`src/rtl/seq_detect_ctrl_if.sv`:
```
// Host/config and symbol-stream signal bundle for the programmable sequence detector.
interface seq_detect_ctrl_if #(
  parameter int unsigned SYM_W   = 3,
  parameter int unsigned MAX_LEN = 8,
  parameter int unsigned CNT_W   = 8
);
  localparam int unsigned AW = $clog2(MAX_LEN);
  localparam int unsigned LW = AW + 1;

  logic             cfg_we;
  logic [AW-1:0]    cfg_addr;
  logic [SYM_W-1:0] cfg_sym;
  logic             cfg_len_we;
  logic [LW-1:0]    cfg_len;
  logic             oneshot;
  logic             arm;
  logic             disarm;
  logic             data_valid;
  logic [SYM_W-1:0] data;

  logic             armed;
  logic             match;
  logic [CNT_W-1:0] match_count;
  logic             timeout;
  logic             cfg_err;
  logic [LW-1:0]    pos;

  modport master (
    output cfg_we, cfg_addr, cfg_sym, cfg_len_we, cfg_len, oneshot,
           arm, disarm, data_valid, data,
    input  armed, match, match_count, timeout, cfg_err, pos
  );

  modport slave (
    input  cfg_we, cfg_addr, cfg_sym, cfg_len_we, cfg_len, oneshot,
           arm, disarm, data_valid, data,
    output armed, match, match_count, timeout, cfg_err, pos
  );
endinterface

```
`src/rtl/seq_detect_ctrl.sv`:
```
// Runtime-programmable symbol pattern matcher: pattern RAM, arm/disarm control,
// match position walk, saturating match counter and inter-symbol timeout.
module seq_detect_ctrl #(
  parameter int unsigned SYM_W   = 3,
  parameter int unsigned MAX_LEN = 8,
  parameter int unsigned CNT_W   = 8,
  parameter int unsigned TIMEOUT = 16
) (
  input  logic clk,
  input  logic reset,
  seq_detect_ctrl_if.slave bus
);

  localparam int unsigned AW = $clog2(MAX_LEN);
  localparam int unsigned LW = AW + 1;
  localparam int unsigned IW = $clog2(TIMEOUT + 1);

  typedef enum logic [1:0] {
    IDLE     = 2'd0,
    ARMED    = 2'd1,
    MATCHING = 2'd2
  } state_t;

  state_t           state_q, state_n;
  logic [LW-1:0]    pos_q, pos_n;
  logic [LW-1:0]    len_q, len_n;
  logic [IW-1:0]    idle_q, idle_n;
  logic [CNT_W-1:0] cnt_q, cnt_n;
  logic             match_q, match_n;
  logic             timeout_q, timeout_n;
  logic             err_q, err_n;
  logic             armed_q, armed_n;

  logic [SYM_W-1:0] pat [MAX_LEN];
  logic             pat_we_c;
  logic             complete_c;
  logic             pos_hit_c;
  logic             first_hit_c;
  logic             last_c;
  logic             len_ok_c;
  logic [CNT_W-1:0] cnt_inc_c;

  // Pattern storage; contents are meaningless until loaded, so no reset
  always_ff @(posedge clk) begin
    if (pat_we_c) begin
      pat[bus.cfg_addr] <= bus.cfg_sym;
    end
  end

  always_ff @(posedge clk) begin
    if (reset) begin
      state_q   <= IDLE;
      pos_q     <= '0;
      len_q     <= '0;
      idle_q    <= '0;
      cnt_q     <= '0;
      match_q   <= 1'b0;
      timeout_q <= 1'b0;
      err_q     <= 1'b0;
      armed_q   <= 1'b0;
    end else begin
      state_q   <= state_n;
      pos_q     <= pos_n;
      len_q     <= len_n;
      idle_q    <= idle_n;
      cnt_q     <= cnt_n;
      match_q   <= match_n;
      timeout_q <= timeout_n;
      err_q     <= err_n;
      armed_q   <= armed_n;
    end
  end

  assign pos_hit_c   = (bus.data == pat[pos_q[AW-1:0]]);
  assign first_hit_c = (bus.data == pat[0]);
  assign last_c      = (pos_q == (len_q - LW'(1)));
  assign len_ok_c    = (bus.cfg_len != '0) && (bus.cfg_len <= LW'(MAX_LEN));
  assign cnt_inc_c   = (cnt_q == {CNT_W{1'b1}}) ? cnt_q : (cnt_q + CNT_W'(1));

  // Next-state, config acceptance and output pulse generation
  always_comb begin
    state_n    = state_q;
    pos_n      = pos_q;
    len_n      = len_q;
    idle_n     = idle_q;
    cnt_n      = cnt_q;
    match_n    = 1'b0;
    timeout_n  = 1'b0;
    err_n      = 1'b0;
    pat_we_c   = 1'b0;
    complete_c = 1'b0;

    if (bus.cfg_we || bus.cfg_len_we) begin
      if (state_q != IDLE) begin
        err_n = 1'b1;
      end else begin
        pat_we_c = bus.cfg_we && !reset;
        if (bus.cfg_len_we) begin
          if (len_ok_c) begin
            len_n = bus.cfg_len;
          end else begin
            err_n = 1'b1;
          end
        end
      end
    end

    if (bus.disarm) begin
      state_n = IDLE;
      pos_n   = '0;
      idle_n  = '0;
    end else begin
      unique case (state_q)
        IDLE: begin
          if (bus.arm) begin
            if (len_q != '0) begin
              state_n = ARMED;
              cnt_n   = '0;
              pos_n   = '0;
              idle_n  = '0;
            end else begin
              err_n = 1'b1;
            end
          end
        end

        ARMED: begin
          if (bus.data_valid && first_hit_c) begin
            if (len_q == LW'(1)) begin
              complete_c = 1'b1;
            end else begin
              state_n = MATCHING;
              pos_n   = LW'(1);
              idle_n  = '0;
            end
          end
        end

        MATCHING: begin
          if (bus.data_valid) begin
            idle_n = '0;
            if (pos_hit_c) begin
              if (last_c) begin
                complete_c = 1'b1;
              end else begin
                pos_n = pos_q + LW'(1);
              end
            end else if (first_hit_c) begin
              if (len_q == LW'(1)) begin
                complete_c = 1'b1;
              end else begin
                pos_n = LW'(1);
              end
            end else begin
              state_n = ARMED;
              pos_n   = '0;
            end
          end else if (idle_q == IW'(TIMEOUT - 1)) begin
            state_n   = ARMED;
            pos_n     = '0;
            idle_n    = '0;
            timeout_n = 1'b1;
          end else begin
            idle_n = idle_q + IW'(1);
          end
        end

        default: begin
          state_n = IDLE;
          pos_n   = '0;
          idle_n  = '0;
        end
      endcase
    end

    // Matches never overlap: position restarts from the first symbol
    if (complete_c) begin
      match_n = 1'b1;
      cnt_n   = cnt_inc_c;
      pos_n   = '0;
      idle_n  = '0;
      state_n = bus.oneshot ? IDLE : ARMED;
    end
  end

  assign armed_n = (state_n != IDLE);

  assign bus.armed       = armed_q;
  assign bus.match       = match_q;
  assign bus.match_count = cnt_q;
  assign bus.timeout     = timeout_q;
  assign bus.cfg_err     = err_q;
  assign bus.pos         = pos_q;

endmodule

```
`src/flat_wrapper.sv`:
```
// flat-port wrapper written by rule: the top's interface ports become plain ports
module seq_detect_ctrl_flat 
#(
  parameter int unsigned SYM_W   = 3,
  parameter int unsigned MAX_LEN = 8,
  parameter int unsigned CNT_W   = 8,
  parameter int unsigned TIMEOUT = 16
)
  (clk, reset, bus_cfg_we, bus_cfg_addr, bus_cfg_sym, bus_cfg_len_we, bus_cfg_len, bus_oneshot, bus_arm, bus_disarm, bus_data_valid, bus_data, bus_armed, bus_match, bus_match_count, bus_timeout, bus_cfg_err, bus_pos);
  seq_detect_ctrl_if #(.SYM_W(SYM_W), .MAX_LEN(MAX_LEN), .CNT_W(CNT_W)) bus_i ();
  input  logic clk;
  input  logic reset;
  input wire logic [$bits(bus_i.cfg_we)-1:0] bus_cfg_we;
  input wire logic [$bits(bus_i.cfg_addr)-1:0] bus_cfg_addr;
  input wire logic [$bits(bus_i.cfg_sym)-1:0] bus_cfg_sym;
  input wire logic [$bits(bus_i.cfg_len_we)-1:0] bus_cfg_len_we;
  input wire logic [$bits(bus_i.cfg_len)-1:0] bus_cfg_len;
  input wire logic [$bits(bus_i.oneshot)-1:0] bus_oneshot;
  input wire logic [$bits(bus_i.arm)-1:0] bus_arm;
  input wire logic [$bits(bus_i.disarm)-1:0] bus_disarm;
  input wire logic [$bits(bus_i.data_valid)-1:0] bus_data_valid;
  input wire logic [$bits(bus_i.data)-1:0] bus_data;
  output wire logic [$bits(bus_i.armed)-1:0] bus_armed;
  output wire logic [$bits(bus_i.match)-1:0] bus_match;
  output wire logic [$bits(bus_i.match_count)-1:0] bus_match_count;
  output wire logic [$bits(bus_i.timeout)-1:0] bus_timeout;
  output wire logic [$bits(bus_i.cfg_err)-1:0] bus_cfg_err;
  output wire logic [$bits(bus_i.pos)-1:0] bus_pos;
  assign bus_i.cfg_we = bus_cfg_we;
  assign bus_i.cfg_addr = bus_cfg_addr;
  assign bus_i.cfg_sym = bus_cfg_sym;
  assign bus_i.cfg_len_we = bus_cfg_len_we;
  assign bus_i.cfg_len = bus_cfg_len;
  assign bus_i.oneshot = bus_oneshot;
  assign bus_i.arm = bus_arm;
  assign bus_i.disarm = bus_disarm;
  assign bus_i.data_valid = bus_data_valid;
  assign bus_i.data = bus_data;
  assign bus_armed = bus_i.armed;
  assign bus_match = bus_i.match;
  assign bus_match_count = bus_i.match_count;
  assign bus_timeout = bus_i.timeout;
  assign bus_cfg_err = bus_i.cfg_err;
  assign bus_pos = bus_i.pos;
  seq_detect_ctrl #(.SYM_W(SYM_W), .MAX_LEN(MAX_LEN), .CNT_W(CNT_W), .TIMEOUT(TIMEOUT)) u_core (.clk(clk), .reset(reset), .bus(bus_i));
endmodule
```
`config.mk`:
```
export PLATFORM = sky130hd
export DESIGN_NAME = seq_detect_ctrl_flat
export DESIGN_NICKNAME = d
export VERILOG_FILES = /design/src/rtl/seq_detect_ctrl_if.sv /design/src/rtl/seq_detect_ctrl.sv /design/src/flat_wrapper.sv
export SDC_FILE = /design/constraint.sdc
export NUM_CORES = 1
export LEC_CHECK = 0
export CAP_MARGIN = 20
export CORE_ASPECT_RATIO = 1.75
export CORE_MARGIN = 5
export CORE_UTILIZATION = 40
export CTS_CLUSTER_DIAMETER = 120
export CTS_CLUSTER_SIZE = 24
export DETAILED_ROUTE_END_ITERATION = 12
export HOLD_SLACK_MARGIN = 0.02
export MAX_ROUTING_LAYER = met4
export PLACE_DENSITY_LB_ADDON = 0.05
export SYNTH_ARGS = -nofsm -noshare
export SYNTH_HDL_FRONTEND = slang
export SYNTH_SLANG_ARGS = --single-unit
```
`constraint.sdc`:
```
create_clock -name clk -period 3.85 [get_ports clk]
set_input_delay 0.385 -clock clk [delete_from_list [all_inputs] [get_ports clk]]
set_output_delay 0.385 -clock clk [all_outputs]
set_load 0.005 [all_outputs]
```
==> impl_metrics.json, run 1 <==
{
  "path_max_fanout": 12,
  "area_delta_synth_final_pct": 21.4,
  "dieArea_sq_um": 8740,
  "coreArea_sq_um": 6810,
  "path_cells": "mux4_2 > mux2i_1 > xor2_1 > and4b_1 > a211oi_1 > buf_4 > or3_1 > a2111o_1 > o21ai_0",
  "synth.area.mux_share": 0.0814,
  "fin_crit_ps": 3080,
  "clock_skew_ps": 6.85,
  "synth_xor_area_frac": 0.0443,
  "slew_viol_final": 0,
  "synth.area.top_cells": "edfxtp_1 (26%), dfxtp_1 (22%), mux4_2 (4.9%), nor2_1 (4.8%), ha_1 (4.1%)",
  "status": "completed",
  "wire_per_inst_um": 17.0,
  "nets": 342,
  "rsz0062_at_grt": "false",
  "maxSlewHeadroom": 0.612,
  "avgSynthCellArea_sq_um": 10.1,
  "ff2ff_path_depth": 9,
  "fin_setup_tns_ps": 0,
  "arrival_ps": 3310,
  "cts_buffers": 5,
  "grt_pass1_wl_um": 11000,
  "n_antenna_cell": 0,
  "gp_congestion": 0.809,
  "synth_seq_cells": 54,
  "hold_viol": 0,
  "clkSinkCount": 54,
  "clk_pin_slew_worst_paths_ps": 70,
  "syn-num-nets": 305,
  "required_ps": 4070,
  "r2r-end": "u_core.bus.match_count[3]",
  "drc_errors": 0,
  "worst_pin_slew_ps": 576,
  "placementRows": 40,
  "cts_tree": "yes",
  "synthCells": 275,
  "synth_most_common_cell": "nor2_1",
  "crit_path_max_incr_delay_ps": 560,
  "grt_max_degree": 18,
  "cp-start-kind": "flop",
  "drtIter0Drc": 174,
  "synth_top_area_frac": 0.261,
  "period_share": 0.801,
  "synth-edff-count": 24,
  "setup_violations": 0,
  "reg2reg_slack_ps": 770,
  "maxCapViolations": 0,
  "post-cts-setup-buffers": 0,
  "ys_types": 45,
  "ys_async_sr_fraction": 0,
  "post_cts_resized": 0,
  "synth_simple_gate_area_frac": 0.181,
  "postRouteAntennaNets": 0,
  "powerDensity_nw_per_um2": 351,
  "dpl.hpwl_um": 5440,
  "portBuffers": 36,
  "clkLatencyLatePin_ps": 290,
  "yosys_warnings": 0,
  "clockRootBuffer": "clkbuf_16",
  "synth_area_sq_um": 2770,
  "antenna_found_initial": 0,
  "dpl_worst_slack_ps": 690,
  "firstDrtPassIters": 5,
  "fp.dieW_um": 72.9,
  "die_h_um": 120,
  "dr_total_vias": 2158,
  "min_path_type": "flop to flop",
  "grt_overflow_total": 0,
  "groute.usage.overall": 0.171,
  "whs_endpoint": "u_core.idle_q[4]",
  "crit_type": "flop to flop",
  "synth_top_family_by_area": "simple AND/OR/NAND/NOR gates",
  "crit_slowest_cell": "mux4_2",
  "drt_wl_total_um": 6740,
  "drive_gt1_frac": 0.0575,
  "synthTopCellsByCount": "nor2_1 (35), dfxtp_1 (30), edfxtp_1 (24), nand2_1 (21), a21oi_1 (15)",
  "hp-start": "u_core.idle_q[4]",
  "worstHoldPathCells": 2,
  "synthAdderAreaFrac": 0.0407,
  "synth_ff_type": "dfxtp_1",
  "cts_hold_buffers": 0,
  "fmax_mhz": 324,
  "p_leak_nw": 1.16,
  "start_util": 0.406,
  "ios": 37,
  "htreeDepth": 2,
  "synth-compound-area-share": 0.147,
  "via_per_inst": 5.44,
  "grt_pass1_vias": 2290,
  "seq_area_frac_synth": 0.478,
  "critPathCaptureType": "flop",
  "clockBufferDepth": 2,
  "vdd.ir_drop.worst_mv": 0.299,
  "worst_slack_ps": 767,
  "yosys.area.top_type": "edfxtp_1"
}
## cell type report
cell class	instances	area (sq um)
inverter	11	41.3
clock buffer	5	125
multi-input combinational	202	1370
timing repair buffer	38	375
clock inverter	3	21.3
tap	84	105
sequential	54	1320
fill	676	3450
## stage by stage
stage               area (sq um)  hold WS, ps  total power, mW  cells   util
floorplan                   2770          442            0.697    275      -
global placement            3210          456            0.752    389  0.472
detailed placement          3210          470            0.752    389  0.472
finish                      3360          473             1.18    397  0.493
CTS                         3360          476             1.19    397  0.493
global route                3360          511             1.23    397  0.493
## worst max-delay path, delay by kind of cell (launching register included)
kind	cells	cell delay (ps)
AOI/OAI and AO/OA	3	570
xor gates and xnor gates	1	240
buffers and inverters	1	170
muxes	2	730
DFF	1	540
and+or+nand+nor	2	760
## worst max-delay path by stage
| stage | from | endpoint | slack [ps] | cells past startpoint |
|---|---|---|---|---|
| after floorplan | flop | u_core.bus.match_count[5] | 1130 | 10 |
| after global placement | bus_data[1] | u_core.bus.match_count[4] | 670 | 10 |
| after detailed placement | bus_data[0] | u_core.bus.match_count[3] | 690 | 10 |
| after CTS | flop | u_core.bus.match_count[3] | 750 | 9 |
| after global routing | flop | u_core.bus.match_count[3] | 510 | 9 |
| final | flop | u_core.bus.match_count[3] | 770 | 9 |
## logic make-up (layout without fill, tap and decap cells)
group | Yosys count | in the layout
AO/OA/AOI/OAI | 59 | 59
XOR/XNOR | 14 | 14
adder cells (fa/ha/maj) | 9 | 9
buffers and inverters | 19 | 57
flip-flops | 54 | 54
multiplexers | 15 | 15
AND/OR/NAND/NOR | 105 | 105
## power breakdown
group	switching (mW)	total (mW)	internal, mW
Combinational	0.0681	0.124	0.0562
Sequential	0.00780	0.614	0.606
Clock	0.200	0.441	0.241
Total	0.276	1.18	0.904
## cells in the final DEF, fill, tap and decap left out, types with 4 or more instances in the layout
| master | instances |
|---|---|
| inv_1 | 11 |
| dfxtp_1 | 30 |
| a22oi_1 | 4 |
| nor3_1 | 11 |
| edfxtp_1 | 24 |
| a21oi_1 | 15 |
| o2111ai_1 | 4 |
| ha_1 | 9 |
| clkdlybuf4s50_1 | 36 |
| o21ai_0 | 11 |
| xor2_1 | 9 |
| nand3_1 | 13 |
| mux4_2 | 6 |
| xnor2_1 | 5 |
| clkbuf_16 | 5 |
| nand2_1 | 21 |
| nor2_1 | 35 |
| mux2i_1 | 9 |
| nand2b_1 | 4 |
## per-layer routing
| metal | vias up | share of wire | track usage |
|---|---|---|---|
| met2 | 39 | 0.59 | 0.331 |
| met1 | 1015 | 0.34 | 0.148 |
| li1 | 1090 | - | - |
| met4 | 0 | 0.036 | 0.0831 |
| met3 | 14 | 0.028 | 0.0327 |
| met5 | - | 0 | - |
## flip-flops by register name (all words and copies together), names as in the netlist, named ones only
name	count
u_core.pat	24
u_core.len_q	4
u_core.bus.armed	1
u_core.state_q	2
u_core.bus.timeout	1
u_core.bus.cfg_err	1
u_core.bus.match_count	8
u_core.idle_q	5
u_core.bus.pos	4
u_core.bus.match	1
Power figures use the tool's default switching activity.
==> run 2: changes to the inputs <==
==> constraint.sdc (replaced) <==
create_clock -name clk -period 3.2 [get_ports clk]
set_input_delay 0.32 -clock clk [delete_from_list [all_inputs] [get_ports clk]]
set_output_delay 0.32 -clock clk [all_outputs]
set_load 0.005 [all_outputs]
==> run 2 against run 1 <==
  * Clock skew is 0.74 ps higher
  * Die area unchanged
  * Clock-buffer cell count stayed put
  * Routed wire length increased by 1.5%
  * Non-clock buffer count up 5
  * Via count grew 1.7%
  * Critical path type unchanged
  * Highest routed layer unchanged
==> impl_metrics.json, run 2 (synthesis results as in run 1) <==
{
  "layout_commonest_cell": "clkdlybuf4s50_1",
  "required_ps": 3430,
  "pwr-share-comb": 0.108,
  "area_delta_synth_final_pct": 22.9,
  "fin_setup_tns_ps": 0,
  "dp_cells": 394,
  "portBuffers": 36,
  "dr_total_vias": 2195,
  "worst_pin_slew_ps": 611,
  "crit_type": "flop to flop",
  "placementRows": 40,
  "period_share": 0.920,
  "ios": 37,
  "grt_pass1_wl_um": 10500,
  "regMostFlops": "u_core.pat",
  "drtIter0Drc": 155,
  "vdd.ir_drop.worst_mv": 0.358,
  "cp-start-kind": "flop",
  "htreeDepth": 2,
  "grt_pass1_vias": 2145,
  "min_path_type": "flop to flop",
  "n_antenna_cell": 0,
  "antenna_found_initial": 0,
  "setup_violations": 0,
  "grtUsageMet1": 0.140,
  "gp_congestion": 0.824,
  "largest_reg_flops": 24,
  "clkLatencyLatePin_ps": 300,
  "slew_viol_final": 0,
  "hold_viol": 0,
  "maxSlewHeadroom": 0.590,
  "p_switching_mw": 0.337,
  "reg2reg_slack_ps": 260,
  "fin_hold_ws_ps": 471,
  "postRouteAntennaNets": 0,
  "rsz0062_at_grt": "false",
  "firstDrtPassIters": 4,
  "p_leak_nw": 1.18,
  "coreArea_sq_um": 6810,
  "dpl.hpwl_um": 5560,
  "fmax_mhz": 340,
  "start_util": 0.406,
  "total_power_mw": 1.43,
  "fin_crit_ps": 2940,
  "via_per_inst": 5.46,
  "powerDensity_nw_per_um2": 421,
  "use_met2": 0.339,
  "die_h_um": 120,
  "clock_skew_ps": 7.59,
  "maxCapViolations": 0,
  "post-cts-setup-buffers": 0,
  "switching_share": 0.236,
  "cts_buffers": 5,
  "grt_use_met3": 0.0293,
  "groute.usage.overall": 0.166,
  "grt_overflow_total": 0,
  "grt_max_degree": 18,
  "wire_per_inst_um": 17.0,
  "p_seq_frac": 0.517,
  "clockRootBuffer": "clkbuf_16",
  "path_max_fanout": 12,
  "layout.cells.non_filler": 402,
  "cts_tree": "yes",
  "grt_most_used_layer": "met2",
  "drc_errors": 0,
  "nets": 347,
  "fp.dieW_um": 72.9,
  "layout_common_cells": "clkdlybuf4s50_1 (36), nor2_1 (35), dfxtp_1 (29), edfxtp_1 (24), nand2_1 (21)",
  "clkPwrFrac": 0.375,
  "clkSinkCount": 54,
  "critPathCaptureType": "flop",
  "status": "completed",
  "clk_pin_slew_worst_paths_ps": 70,
  "intPower_mw": 1.09,
  "dieArea_sq_um": 8740,
  "drive_gt1_frac": 0.0755,
  "drt_wl_total_um": 6840,
  "arrival_ps": 3170,
  "clockBufferDepth": 2
}
[run 2: changes by cell type in the layout (fill, tap and decap cells not counted), sizes merged]
cell,change
buf,+5
[run 2: cell type report]
cell class                 count  area (sq um)
fill                         662          3410
tap                           84           105
multi-input combinational    202          1370
timing repair buffer          43           413
clock buffer                   5           125
inverter                      11          41.3
sequential                    54          1320
clock inverter                 3          21.3
[run 2: worst paths after layout]
check | from | to | cells past startpoint
worst max register to register | flop | u_core.bus.match_count[3] | 9
worst max-delay path | flop | u_core.bus.match_count[3] | 9
worst min-delay path | u_core.idle_q[4] | u_core.idle_q[4] | 2
worst min register to register | u_core.idle_q[4] | u_core.idle_q[4] | 2
[run 2: critical path, cell delays in order (launching register included)]
cell      delay (ps)
dfxtp_2          440
mux4_2           520
mux2i_1          170
xor2_1           240
and4b_1          250
a211oi_1          50
buf_4            180
or3_1            520
a2111o_1         450
o21ai_0           70
[run 2: stage by stage]
stage           util  area (sq um)  setup WS (ps)
6_report       0.499          3400            257
5_1_grt        0.499          3400           89.4
4_1_cts        0.499          3400            117
3_5_place_dp   0.477          3250            123
3_3_place_gp   0.477          3250            179
2_1_floorplan      -          2770            475
[run 2: power by group through the flow]
stage | Clock [mW] | Combinational [mW] | Sequential [mW]
floorplan | 0 | 0.0877 | 0.751
global route | 0.581 | 0.170 | 0.740
CTS | 0.551 | 0.155 | 0.739
global placement | 0 | 0.155 | 0.755
finish | 0.535 | 0.154 | 0.739
detailed placement | 0 | 0.155 | 0.755
[run 2: timing repair]
item / 4_1_cts / 5_1_grt
hold buffers: 0 / 0
gates resized for setup: 0 / 1
setup endpoints to repair: 0 / 3
[run 2: per-layer routing]
metal / vias to the layer above / routed length [um]
met2: 33 / 4200
met5: - / 0
met3: 7 / 216
met4: 0 / 110
met1: 1049 / 2320
li1: 1106 / -
